--- src/rtl/adder_pkg.sv ---
// Shared sizing helpers for the segmented pipelined adder.
// Segment count is a ceiling divide; the top segment takes whatever bits remain.
package adder_pkg;

  function automatic int num_segs(input int data_width, input int seg_width);
    return (data_width + seg_width - 1) / seg_width;
  endfunction

  function automatic int last_seg_width(input int data_width, input int seg_width);
    return data_width - (num_segs(data_width, seg_width) - 1) * seg_width;
  endfunction

endpackage

--- src/rtl/adder_segment.sv ---
// Combinational W-bit ripple add with carry in/out.
// Also reports the carry into its MSB so the top segment can derive signed overflow.
module adder_segment #(
  parameter int W = 8
) (
  input  logic [W-1:0] a,
  input  logic [W-1:0] b,
  input  logic         c_in,
  output logic [W-1:0] sum,
  output logic         c_out,
  output logic         c_msb
);

  logic [W:0] total;

  assign total = {1'b0, a} + {1'b0, b} + {{W{1'b0}}, c_in};
  assign sum   = total[W-1:0];
  assign c_out = total[W];
  // sum bit = a ^ b ^ carry_in, so the carry into the MSB falls out by XOR
  assign c_msb = total[W-1] ^ a[W-1] ^ b[W-1];

endmodule

--- src/rtl/adder_unit.sv ---
// Fully pipelined adder: one ripple segment per stage, operands skewed in,
// partial sums deskewed out so a whole result appears on one cycle.
module adder_unit
  import adder_pkg::*;
#(
  parameter int DATA_WIDTH = 16,
  parameter int SEG_WIDTH  = 8
) (
  input  logic                  clk,
  input  logic                  rst,
  input  logic                  in_valid,
  input  logic [DATA_WIDTH-1:0] a,
  input  logic [DATA_WIDTH-1:0] b,
  input  logic                  c_in,
  output logic                  out_valid,
  output logic [DATA_WIDTH-1:0] sum,
  output logic                  c_out,
  output logic                  ovf
);

  localparam int NUM_SEGS = num_segs(DATA_WIDTH, SEG_WIDTH);
  localparam int LAST_W   = last_seg_width(DATA_WIDTH, SEG_WIDTH);

  logic [NUM_SEGS-1:0]   valid_reg;
  logic [NUM_SEGS:0]     carry_chain;
  logic [NUM_SEGS-1:0]   msb_carry;
  logic [DATA_WIDTH-1:0] sum_next;
  logic                  ovf_next;
  logic                  out_en;
  logic [DATA_WIDTH-1:0] sum_reg;
  logic                  c_out_reg;
  logic                  ovf_reg;

  assign carry_chain[0] = c_in;

  for (genvar gi = 0; gi < NUM_SEGS; gi++) begin : g_seg
    localparam int W  = (gi == NUM_SEGS - 1) ? LAST_W : SEG_WIDTH;
    localparam int LO = gi * SEG_WIDTH;

    logic [W-1:0] seg_a;
    logic [W-1:0] seg_b;
    logic [W-1:0] seg_sum;
    logic         seg_cout;

    if (gi == 0) begin : g_direct
      assign seg_a = a[LO +: W];
      assign seg_b = b[LO +: W];
    end else begin : g_skew
      // Operand slice waits gi cycles for the carry from the segment below
      logic [W-1:0] a_skew [gi];
      logic [W-1:0] b_skew [gi];

      always_ff @(posedge clk) begin
        a_skew[0] <= a[LO +: W];
        b_skew[0] <= b[LO +: W];
        for (int j = 1; j < gi; j++) begin
          a_skew[j] <= a_skew[j-1];
          b_skew[j] <= b_skew[j-1];
        end
      end

      assign seg_a = a_skew[gi-1];
      assign seg_b = b_skew[gi-1];
    end

    adder_segment #(.W(W)) u_seg (
      .a     (seg_a),
      .b     (seg_b),
      .c_in  (carry_chain[gi]),
      .sum   (seg_sum),
      .c_out (seg_cout),
      .c_msb (msb_carry[gi])
    );

    if (gi == NUM_SEGS - 1) begin : g_last
      assign sum_next[LO +: W]   = seg_sum;
      assign carry_chain[gi + 1] = seg_cout;
    end else begin : g_mid
      logic         carry_reg;
      logic [W-1:0] deskew [NUM_SEGS-1-gi];

      always_ff @(posedge clk) begin
        carry_reg <= seg_cout;
        deskew[0] <= seg_sum;
        for (int j = 1; j < NUM_SEGS - 1 - gi; j++) begin
          deskew[j] <= deskew[j-1];
        end
      end

      assign carry_chain[gi + 1] = carry_reg;
      assign sum_next[LO +: W]   = deskew[NUM_SEGS-2-gi];
    end
  end

  assign ovf_next = msb_carry[NUM_SEGS-1] ^ carry_chain[NUM_SEGS];

  // Result registers load only when the operation reaching the last segment is valid
  if (NUM_SEGS == 1) begin : g_en_single
    assign out_en = in_valid;
  end else begin : g_en_multi
    assign out_en = valid_reg[NUM_SEGS-2];
  end

  always_ff @(posedge clk) begin
    if (rst) begin
      valid_reg <= '0;
      sum_reg   <= '0;
      c_out_reg <= 1'b0;
      ovf_reg   <= 1'b0;
    end else begin
      valid_reg[0] <= in_valid;
      for (int i = 1; i < NUM_SEGS; i++) begin
        valid_reg[i] <= valid_reg[i-1];
      end
      if (out_en) begin
        sum_reg   <= sum_next;
        c_out_reg <= carry_chain[NUM_SEGS];
        ovf_reg   <= ovf_next;
      end
    end
  end

  assign out_valid = valid_reg[NUM_SEGS-1];
  assign sum       = sum_reg;
  assign c_out     = c_out_reg;
  assign ovf       = ovf_reg;

endmodule

--- config.mk ---
export PLATFORM = sky130hd
export DESIGN_NAME = adder_unit
export DESIGN_NICKNAME = d
export VERILOG_FILES = /design/src/rtl/adder_pkg.sv /design/src/rtl/adder_segment.sv /design/src/rtl/adder_unit.sv
export SDC_FILE = /design/constraint.sdc
export NUM_CORES = 1
export LEC_CHECK = 0
export BUFFER_PORTS_ARGS = -buffer_cell sky130_fd_sc_hd__buf_2
export CORE_UTILIZATION = 35
export DETAILED_ROUTE_END_ITERATION = 12
export SETUP_SLACK_MARGIN = 0.4
export SLEW_MARGIN = 20
export SYNTH_ARGS = -nofsm -noshare
export SYNTH_HDL_FRONTEND = slang
export SYNTH_HIERARCHICAL = 1
export SYNTH_SLANG_ARGS = --single-unit
export TNS_END_PERCENT = 100
--- constraint.sdc ---
create_clock -name clk -period 3.1 [get_ports clk]
set_clock_uncertainty 0.15 [all_clocks]
set_input_delay 0.465 -clock clk [delete_from_list [all_inputs] [get_ports clk]]
set_output_delay 0.465 -clock clk [all_outputs]
set_load 0.03 [all_outputs]
==> results.md <==
* Outcome: completed
* Max cap viols at 0
* RSZ-0062 raised after global routing: no
* Row count at 26
* DRT Pass-1 Iters at 4
* Chip width at 76.2 um
* Initial core utilization at 0.370
* Layout cells sized above 1 at 0.318
* First-pass GRT wire length at 5.71 mm
* Post-Syn Nets at 228
* Io pins at 55
* WP data required at 3160 ps
* Die ar. at 5810 um2
* Worst Min Path Start: a[14]
* Worst path arrival time at 2620 ps
* Max frequency at 392 MHz
* PwrDens at 542 nW/um2
* Fin crit share at 0.824
* Post-Route WL at 3.37 mm
* DR WL/cell at 11.1 um
* Layout Nets at 286
* Largest net degree at the start of global routing at 21
* Inserted Diodes at 0
* Mapped Cells at 174
* Final Setup Violations at 0
* Final HPWL DP at 2.52 mm
* Clock Path Buffers at 2
* Worst min-delay path class: primary input to flip-flop
* Worst vdd ir at 0.224 mV
* Grt total ovfl at 0
* Slew headroom at 0.728
* Vias/cell at 4.65
* Avg Inst Size Synth at 11.1 um2
* Drt drc at 0
* Setup ws final at 546 ps
* Post-route ant nets at 0
* Setup_tns at 0 ps
* Vias in the first global route at 1311
* DR vias at 1409
* Worst Path Max Fanout at 4
* Number of flip-flops in the largest register at 16
* Crit start category: flip-flop
* Reg-to-reg critical path endpoint: ovf
* P&R area growth vs syn at 21.9%
* Hold Vio Cnt, Final at 0
* Period minus WS final at 2550 ps
* Worst Hold End: g_seg[1].g_skew.a_skew[0][6]
* Clock Tree Root: clkbuf_8
* Synthesis warning total at 14
* Slew Limit Fails at 0
* Post-Syn Area at 1930 um2
* Total CTS buffers at 5
* Hold_buf cts at 0
* PortBufs at 54
* CTS sink cnt at 45
* Crit. End Element: flip-flop
* Core Footprint at 5200 um2
* Clk_lat worst skew at 290 ps
* H-Tree Depth at 2
* GRT Resource Usage Total at 0.123
* Worst r2r src: g_seg[1].g_skew.a_skew[0][0]
* CTS tree: done
* FF-to-FF setup slack at 550 ps
* DRT iter0 DRCs at 75
* Place WS at 372 ps
* Cells on Worst Hold Path at 1
* Initial antenna violation count at 0
* Leakage at 0.00108 uW
* Die Y at 76.2 um
* Worst-Margin Slew at 407 ps
* Worst reg2reg path depth at 8
* CP Class: flip-flop to flip-flop
* Gpl congestion at 0.738
* Clock Pin Slew Worst Setup and Hold Paths at 80 ps
worst max-delay path by stage:
stage                            startpoint  endpoint  slack, ps  cells after the start
2_1_floorplan  g_seg[1].g_skew.a_skew[0][0]       ovf        570                      8
4_1_cts        g_seg[1].g_skew.a_skew[0][0]       ovf        450                      8
5_1_grt        g_seg[1].g_skew.a_skew[0][0]       ovf        440                      8
3_3_place_gp   g_seg[1].g_skew.a_skew[0][0]       ovf        450                      8
3_5_place_dp   g_seg[1].g_skew.a_skew[0][0]       ovf        370                      8
6_report       g_seg[1].g_skew.a_skew[0][0]       ovf        550                      8
what timing repair did:
action / in CTS / in global routing
gates resized for setup: 1 / 1
cloned: 0 / 0
buffers inserted: 0 / 0
setup endpoints to repair: 1 / 1
where the power goes:
part           total [uW]  internal, uW  leakage [uW]  switching (uW)
clock network         336           156     0.0000450             180
logic                 286           127      0.000657             159
registers             653           632      0.000375            20.7
through the flow:
stage / std cells / power [uW] / utilization / area (um2) / hold WS, ps
after floorplan: 174 / 876 / - / 1930 / 290
after global placement: 295 / 950 / 0.435 / 2260 / 297
after detailed placement: 295 / 952 / 0.435 / 2260 / 306
after CTS: 303 / 1300 / 0.451 / 2350 / 109
after global routing: 303 / 1370 / 0.452 / 2350 / 96.8
final: 303 / 1270 / 0.452 / 2350 / 123
per-layer routing:
layer,vias up,global-route usage,part of all wire
met5,-,0,0
met4,0,0.0519,0.017
met3,7,0.0299,0.047
met2,34,0.192,0.44
met1,640,0.162,0.50
li1,728,-,-
critical path, cell delays in order, from the launching register on:
cell and delay (ps):
dfxtp_1 320, fa_2 420, fa_1 410, a21o_2 240
a21oi_2 210, o21ai_0 120, a31o_2 280, xnor2_1 130
a211oi_2 200
area by class of cell:
type                    count  area [um2]
repair buffers             55         278
well taps                  70        87.6
inverters                   6        22.5
multi-input cells         119         980
flip-flops and latches     45         901
fillers                   546        2850
clock buffers               6        72.6
clock inverters             2        10.0
layout by cell type (no fill, tap or decap), types with 2 or more instances in the layout:
cell	instances
xor2_1	3
a21o_2	2
nand2b_1	2
a211oi_2	3
a41oi_2	2
buf_2	54
ha_1	14
nor3_1	6
dfxtp_1	45
clkbuf_8	5
or4b_1	2
mux2i_1	17
o21bai_1	2
o2111ai_1	2
fa_1	3
o21ai_0	10
a21oi_1	7
a211oi_1	2
a31oi_1	2
clkinv_2	2
nand2_1	2
xnor2_1	7
a21o_1	2
nor2_1	21
inv_1	6
a31o_2	2
nor2b_1	2
Power figures use the tool's default switching activity.
